$ cat config.mk
export PLATFORM = sky130hd
export DESIGN_NAME = calc_controller
export DESIGN_NICKNAME = d
export VERILOG_FILES = /design/src/rtl/calc_pkg.sv /design/src/rtl/calc_alu_step.sv /design/src/rtl/calc_controller.sv
export SDC_FILE = /design/constraint.sdc
export NUM_CORES = 1
export LEC_CHECK = 0
export BUFFER_PORTS_ARGS = -buffer_cell sky130_fd_sc_hd__buf_2
export CORE_UTILIZATION = 30
export DETAILED_ROUTE_END_ITERATION = 8
export HOLD_SLACK_MARGIN = 0.05
export PLACE_DENSITY = 0.48
export SLEW_MARGIN = 20
export SYNTH_ARGS = -nofsm -noshare
export SYNTH_HDL_FRONTEND = slang
export SYNTH_SLANG_ARGS = --single-unit
$ cat constraint.sdc
create_clock -name clk -period 2.2 [get_ports clk]
set_clock_uncertainty 0.05 [all_clocks]
set_input_delay 0.44 -clock clk [delete_from_list [all_inputs] [get_ports clk]]
set_output_delay 0.44 -clock clk [all_outputs]
set_load 0.03 [all_outputs]
$ cat src/rtl/calc_pkg.sv
// calc_pkg: shared op codes, FSM state encoding and shift-count width for the calculator controller.
package calc_pkg;
    localparam logic [1:0] OP_ADD  = 2'b00;
    localparam logic [1:0] OP_SUB  = 2'b01;
    localparam logic [1:0] OP_MUL2 = 2'b10;
    localparam logic [1:0] OP_DIV2 = 2'b11;
    localparam int CNT_W = 3;
    typedef enum logic [1:0] {
        ST_IDLE = 2'b00,
        ST_EXEC = 2'b01,
        ST_DONE = 2'b10
    } state_t;
endpackage

$ cat src/rtl/calc_alu_step.sv
// calc_alu_step: one combinational step of the calculator datapath.
// Ports: value/b/op in; next = stepped value, cry = add carry or sub borrow,
// out_bit = bit lost by a x2 (MSB) or /2 (LSB) shift.
module calc_alu_step
    import calc_pkg::*;
#(
    parameter int WIDTH = 8
) (
    input  logic [WIDTH-1:0] value,
    input  logic [WIDTH-1:0] b,
    input  logic [1:0]       op,
    output logic [WIDTH-1:0] next,
    output logic             cry,
    output logic             out_bit
);
    logic [WIDTH:0] sum;
    logic [WIDTH:0] diff;
    // The extra top bit of the widened subtraction is set exactly when value < b.
    assign sum  = {1'b0, value} + {1'b0, b};
    assign diff = {1'b0, value} - {1'b0, b};
    always_comb begin
        next    = op == OP_ADD  ? sum[WIDTH-1:0] :
                  op == OP_SUB  ? diff[WIDTH-1:0] :
                  op == OP_MUL2 ? {value[WIDTH-2:0], 1'b0} : {1'b0, value[WIDTH-1:1]};
        cry     = op == OP_ADD ? sum[WIDTH] : op == OP_SUB ? diff[WIDTH] : 1'b0;
        out_bit = op == OP_MUL2 ? value[WIDTH-1] : op == OP_DIV2 ? value[0] : 1'b0;
    end
endmodule

$ cat src/rtl/calc_controller.sv
// calc_controller: IDLE/EXEC/DONE sequencer running add/sub in one cycle and x2 or /2 shifts over cnt cycles.
// Ports: clk, rst (async high); start/op_sel/operand_a/operand_b request; busy (EXEC), done (one-cycle pulse),
// result/carry_out/ovf registered and updated only on the edge entering DONE.
module calc_controller
    import calc_pkg::*;
#(
    parameter int WIDTH = 8
) (
    input  logic             clk,
    input  logic             rst,
    input  logic             start,
    input  logic [1:0]       op_sel,
    input  logic [WIDTH-1:0] operand_a,
    input  logic [WIDTH-1:0] operand_b,
    output logic             busy,
    output logic             done,
    output logic [WIDTH-1:0] result,
    output logic             carry_out,
    output logic             ovf
);
    state_t             state, state_nx;
    logic [WIDTH-1:0]   work;
    logic [WIDTH-1:0]   b_q;
    logic [1:0]         op_q;
    logic [CNT_W-1:0]   cnt;
    logic               acc;
    logic [WIDTH-1:0]   step_val;
    logic               step_cry;
    logic               step_out;
    logic               is_shift;
    logic               shifting;
    logic               finish;

    calc_alu_step #(.WIDTH(WIDTH)) u_step (
        .value  (work),
        .b      (b_q),
        .op     (op_q),
        .next   (step_val),
        .cry    (step_cry),
        .out_bit(step_out)
    );

    assign is_shift = op_q[1];
    assign shifting = is_shift && cnt != '0;
    // Add/sub and zero-count shifts finish in one EXEC cycle; real shifts finish as cnt goes 1->0.
    assign finish   = !shifting || cnt == CNT_W'(1);

    always_ff @(posedge clk or posedge rst) begin
        if (rst)
            state <= ST_IDLE;
        else
            state <= state_nx;
    end

    always_comb begin
        state_nx = state;
        busy     = 1'b0;
        done     = 1'b0;
        case (state)
            ST_IDLE: state_nx = start ? ST_EXEC : ST_IDLE;
            ST_EXEC: begin
                busy     = 1'b1;
                state_nx = finish ? ST_DONE : ST_EXEC;
            end
            ST_DONE: begin
                done     = 1'b1;
                state_nx = ST_IDLE;
            end
            default: state_nx = ST_IDLE;
        endcase
    end

    always_ff @(posedge clk or posedge rst) begin
        if (rst) begin
            work      <= '0;
            b_q       <= '0;
            op_q      <= '0;
            cnt       <= '0;
            acc       <= 1'b0;
            result    <= '0;
            carry_out <= 1'b0;
            ovf       <= 1'b0;
        end else if (state == ST_IDLE && start) begin
            work <= operand_a;
            b_q  <= operand_b;
            op_q <= op_sel;
            cnt  <= operand_b[CNT_W-1:0];
            acc  <= 1'b0;
        end else if (state == ST_EXEC) begin
            if (shifting) begin
                work <= step_val;
                cnt  <= cnt - CNT_W'(1);
                acc  <= acc | step_out;
            end
            if (finish) begin
                result    <= (is_shift && !shifting) ? work : step_val;
                carry_out <= !is_shift && step_cry;
                ovf       <= shifting && (acc || step_out);
            end
        end
    end
endmodule

======== Word-level counts from Yosys, hierarchy flattened ========
Cells that the tools add are included.
operators by class
  add/sub/neg operators ................... 3
  $mul .................................... 0
  divide/modulo/power cells ............... 0
  magnitude comparators ................... 0
  equality and inequality tests ........... 6
  shift-type cells ........................ 0
  multiplexer cells ....................... 22
  bitwise logic cells ..................... 2
  reductions and logical operators ........ 16
operators by type and width
  operator                                          number
  two-way mux 8 bit                                 7
  two-way mux 1 bit                                 10
  adder 8 x 8 -> 9 bit                              1
  two-way mux 3 bit                                 3
  subtractor 8 x 8 -> 9 bit                         1
  == test 2 bit, second input constant              3
  logical AND 1 bit                                 5
  == test 2 x 1 -> 1 bit, second input constant     2
  logical NOT 2 bit                                 2
  case mux 2 bit (2 select lines)                   1
  nonzero test 2 bit                                2
  == test 3 x 1 -> 1 bit, second input constant     1
  AND reduction 3 bit                               1
  nonzero test 3 bit                                1
  subtractor 3 x 1 -> 3 bit, second input constant  1
  logical NOT 1 bit                                 2
  logical OR 1 bit                                  2
  two-way mux 2 bit                                 1
  AND reduction 2 bit                               1
  NOT 1 bit                                         1
  bitwise OR 1 bit                                  1
storage, ports and cells
  flip-flop bits (word level) ............. 34
  bits in latches ......................... 0
  memory bits (writable) .................. 0
  ROM bits ................................ 0
  output and inout port bits .............. 12
  memories ................................ 0

======== Depth between registers and ports, before layout ========
  word-level depth ........................ 7
  gate-level depth with buffers ........... 9
  gate-level depth less buffers ........... 9

======== Hierarchy ========
Synthesis repeated with hierarchy kept, for this count alone.
second synthesis, totals
  cells, all modules ...................... 289
  area total of the unflattened synthesis .. 2,556.2 µm²
modules (own cells, without submodules)
  module           times used  cells each  area an instance (µm²)  sequential area each (µm²)
  calc_controller  1           157         1,600.3                 850.8
  calc_alu_step    1           132         955.9                   0.0

======== Worst setup path before layout ========
Ideal clock, no wire load.
  path kind ............................... register to register
  start ................................... register work[0]
  end ..................................... register result[6]
  setup time .............................. 0.095 ns
  arrival ................................. 2.093 ns
  required time ........................... 2.055 ns
  setup slack ............................. -0.038 ns
  cell stages (with the launch flop) ...... 10
  period minus slack after synthesis ...... 2.238 ns
  cell sequence ........................... dfrtp_1 > inv_1 > ha_1 > fa_1 > and2b_1 > o211ai_2 > a21oi_2 > nor4b_1 > or3_1 > o31ai_1
between the ends
  cells in the longest elaborated chain, start to end .. 4
  elaborated cells on any way between the ends .. 5
ends and longest elaborated chain
  what                       line                   text
  start: declaration         calc_controller.sv:22  logic [WIDTH-1:0] work;
  start signal: assignment   calc_controller.sv:84  work <= operand_a;
  start signal: assignment   calc_controller.sv:91  work <= step_val;
  subtractor 8 x 8 -> 9 bit  calc_alu_step.sv:20    assign diff = {1'b0, value} - {1'b0, b};
  two-way mux 8 bit          calc_alu_step.sv:23    op == OP_SUB ? diff[WIDTH-1:0] :
  two-way mux 8 bit *        calc_alu_step.sv:22    next = op == OP_ADD ? sum[WIDTH-1:0] :
  two-way mux 8 bit *        calc_controller.sv:96  result <= (is_shift && !shifting) ? work : step_val;
  end signal: assignment     calc_controller.sv:96
  end: declaration           calc_controller.sv:17  output logic [WIDTH-1:0] result,
Every way passes the cells marked *; elsewhere a longest branch is shown, timed or not.
A chain may end at the register's enable or synchronous reset.

======== Worst setup path in the final report ========
  start ................................... register b_q[0]
  end ..................................... register result[6]
between the ends
  cells in the longest elaborated chain, start to end .. 4
  elaborated cells on any way between the ends .. 5
ends and longest elaborated chain
  what                       line                   text
  start: declaration         calc_controller.sv:23  logic [WIDTH-1:0] b_q;
  start signal: assignment   calc_controller.sv:85  b_q <= operand_b;
  subtractor 8 x 8 -> 9 bit  calc_alu_step.sv:20
  two-way mux 8 bit          calc_alu_step.sv:23
  two-way mux 8 bit *        calc_alu_step.sv:22
  two-way mux 8 bit *        calc_controller.sv:96
Marked as above.

==> impl_summary.md <==
Route
The total wire length after detailed routing is 6660 um. In the routed layout, each cell is associated on average with a via count of 4.94. Dividing the detail-routed wire length by the instance count gives 15.2 um.

The post-detailed-route count of antenna-violating nets is 0. The total via count in the routed design is 2165. The first TritonRoute pass finished after 4 iterations.

After detailed routing, the number of remaining DRC violations is 0. After the first detailed-routing iteration, the DRC count stood at 114.

Clock network
TritonCTS created 5 clock buffers. Clock-pin slew was measured on the worst setup and hold paths at 0.08 ns. The TritonCTS clock tree is done. The clock net in this run drives a total of 34 sinks. The clock network latency to the later pin of the worst-skew pair is 0.29 ns.

The root buffer selected by CTS is clkbuf_8. The H-tree depth is 2. In this run, post-CTS hold repair placed 0 buffers. The clock passes through at most 2 buffers.

Final layout
0 antenna diodes ended up in the layout. The final cell area excluding filler cells is 0.00305 mm2. The number of nets in the layout is 378. The share of layout cells above drive strength 1 is 29.8%. The non-filler instance count after layout is 438. Compared with the post-synthesis result, the final layout area differs by 27.9%.

Worst setup path
The maximum fanout count along the critical path is 4. The data required time at the worst endpoint is 2.35 ns. The signal arrival time at the worst endpoint is 2.41 ns.

STA classifies the critical path endpoint as a flip-flop. In this run the critical register-to-register path is captured at result[6]$_DFFE_PP0P_. STA classifies the critical path startpoint as a flip-flop. The critical path in this run is classified as reg -> reg. In this run the critical register-to-register path is launched from b_q[0]$_DFFE_PP0P_. The cell depth of the worst flop-to-flop path is 10. The worst reg-to-reg setup slack is -0.06 ns.

Synthesis
A synthesized cell averages 8.69 um2. The count of flip-flops with a built-in enable after synthesis is 0. The warning count from the yosys run is 0. After synthesis the cells add up to 0.00238 mm2.

Of the synthesized area, sequential elements account for 35.7%. After technology mapping, the gate count stands at 274. The count of different cell masters after synthesis is 48. The post-synthesis register bit count is 34. The primary flip-flop cell chosen by synthesis mapping is dfrtp_1. The net count after synthesis is 317. The async set-reset flop share out of synthesis is 100%.

Placement
Counting tap cells, the placed design contains a total of 421 instances. After detailed placement, the total cell area comes to 0.00280 mm2. At the end of routability-driven placement, the weighted congestion stood at 0.862.

The count of port buffers added during placement is 32. The HPWL after detailed placement is 4960 um.

STA
The minimum clock period after layout is 2.26 ns. The final critical-path share of the clock period is 103%. The final setup violation count is 2. The highest attainable clock frequency is 443 MHz.

At the pin with the least slew margin, the transition time is 0.463 ns. In this run the tightest slew margin relative to its limit is 69.0%. The count of final max-slew check failures is 0.

The minimum setup slack in the final design is -0.0581 ns. Setup repair after global routing could not meet its margin everywhere. The number of endpoints with negative hold slack in the final report was 0.

Floorplanning
The horizontal extent of the die is 91.1 um. The count of boundary I/O pins is 33. The number of cell rows is 32. The die boundary height is 91.1 um. The total area inside the core boundary comes to 0.00769 mm2.

Once the floorplan was initialized, standard cells occupied 31.0% of the core. The die covers 0.00830 mm2.

Global route
Entering global routing, the biggest net connects 35 pins. The wire length of the first global-routing pass is 11000 um. The number of global-route vias before repair came to 2098.

The sum of overflow across all layers after global routing is 0. The number of antenna violations at the first check in global routing is 0. The global router's overall resource usage is 17.0%.

Outcome
The checks that failed: setup timing. The run finished, with violations left.

Worst hold path
The worst min-delay path category is in -> async.

Job
The number of maximum-capacitance constraint violations is 0.
==> area by class of cell <==
cell class	instances	area, um2
clock buffers	6	82.6
flip-flops and latches	34	851
repair buffers	67	427
fillers	808	4640
well taps	102	128
inverters	23	86.3
clock inverters	2	12.5
multi-input cells	204	1460
==> cell usage in the layout, fill, tap and decap left out, types with 2 or more instances in the layout <==
| cell type | instances |
|---|---|
| ha_4 | 2 |
| o21ai_0 | 29 |
| nand4_1 | 3 |
| a22oi_1 | 6 |
| nor3_1 | 6 |
| and2b_1 | 2 |
| nor2b_1 | 7 |
| mux2i_1 | 3 |
| o31ai_2 | 2 |
| a31oi_1 | 4 |
| o21a_1 | 3 |
| buf_4 | 34 |
| fa_2 | 2 |
| and3_1 | 3 |
| o211ai_1 | 4 |
| mux2_2 | 3 |
| a21oi_1 | 13 |
| ha_1 | 18 |
| nand3_1 | 4 |
| inv_1 | 19 |
| inv_2 | 3 |
| or3_1 | 2 |
| a32oi_1 | 2 |
| nor2_1 | 18 |
| buf_2 | 32 |
| a221o_1 | 5 |
| o21ai_1 | 3 |
| a21oi_2 | 2 |
| nand2_1 | 31 |
| o21bai_1 | 4 |
| clkbuf_8 | 6 |
| xnor2_1 | 4 |
| dfrtp_1 | 34 |
==> flip-flops by register name, indices dropped and copies added (netlist names) <==
register and count:
result 8, work 8, b_q 8, state 2
op_q 2, ovf 1, carry_out 1, acc 1
cnt 3
==> routing by layer <==
layer  global-route usage (%)  part of all wire (%)
met1                     24.4                    51
met2                     25.7                    45
met3                     2.26                   2.7
met4                     6.61                   2.2
met5                        0                     0
==> kinds of logic (layout without fill, tap and decap cells) <==
kind of cell,count (synthesis),count (layout),share of synthesized area (%)
compound gates,85,85,23.1
fa+ha+maj,22,22,12.2
xor+xnor,5,5,1.84
mux,7,7,3.62
simple gates,85,85,17.2
buf+inv,36,98,6.41
flops,34,34,35.7
==> through the flow <==
stage               hold WS [ns]  setup slack, ns  TNS, ns  utilization [%]
finish                     0.181          -0.0581  -0.0758             39.6
global route               0.240           -0.161   -0.564             39.6
CTS                        0.197           -0.101   -0.102             38.6
detailed placement         0.417          -0.0890   -0.145             36.5
global placement           0.407          -0.0412  -0.0412             36.5
floorplan                  0.459           0.0210        0                -
==> how the worst max path moves through the flow <==
stage	end	cells after the start	start	slack, ns
after floorplan	result[6]$_DFFE_PP0P_	9	work[0]$_DFFE_PP0P_	0.02
after global placement	result[6]$_DFFE_PP0P_	8	b_q[0]$_DFFE_PP0P_	-0.04
after detailed placement	result[6]$_DFFE_PP0P_	8	b_q[0]$_DFFE_PP0P_	-0.09
after CTS	result[6]$_DFFE_PP0P_	8	b_q[0]$_DFFE_PP0P_	-0.10
after global routing	result[6]$_DFFE_PP0P_	11	work[0]$_DFFE_PP0P_	-0.16
final	result[6]$_DFFE_PP0P_	10	b_q[0]$_DFFE_PP0P_	-0.06
==> what timing repair did <==
item | CTS | global route
resized for setup | 8 | 14
buffers inserted | 6 | 3
pin swaps | 9 | 14
setup endpoints to repair | 5 | 10
==> worst max-delay path, cell delays in order, from the launching register on <==
cell and delay, ns:
dfrtp_1 0.47, ha_4 0.18, inv_2 0.04, fa_2 0.38
o21ba_2 0.20, o21bai_1 0.11, buf_4 0.16, a211oi_4 0.06
a21oi_1 0.18, a21oi_2 0.09, o31ai_2 0.25
==> synthesized netlist by cell type (2+ instances only) <==
library cell | n | area, um2
dfrtp_1 | 34 | 851
o21bai_1 | 5 | 37.5
inv_1 | 22 | 82.6
nor2_1 | 18 | 67.6
a32oi_1 | 2 | 17.5
nor4b_1 | 2 | 17.5
nand4_1 | 3 | 18.8
a22oi_1 | 6 | 45.0
nand2_1 | 31 | 116
nor3_1 | 6 | 30.0
nand3_1 | 4 | 20.0
clkbuf_1 | 6 | 22.5
a221o_1 | 5 | 50.1
nor2b_1 | 7 | 43.8
o21ai_0 | 32 | 160
ha_1 | 20 | 250
and3_1 | 4 | 25.0
o211ai_1 | 4 | 30.0
fa_1 | 2 | 40.0
o31ai_1 | 2 | 15.0
o21a_1 | 3 | 22.5
xnor2_1 | 4 | 35.0
and2b_1 | 2 | 15.0
or3_1 | 3 | 18.8
a21oi_1 | 14 | 70.1
mux2i_1 | 3 | 30.0
mux2_2 | 3 | 33.8
a31oi_1 | 4 | 25.0
buf_2 | 4 | 20.0
Power is not shown: default switching activity piles up to over one toggle a cycle in this logic, so the estimate is an artifact.
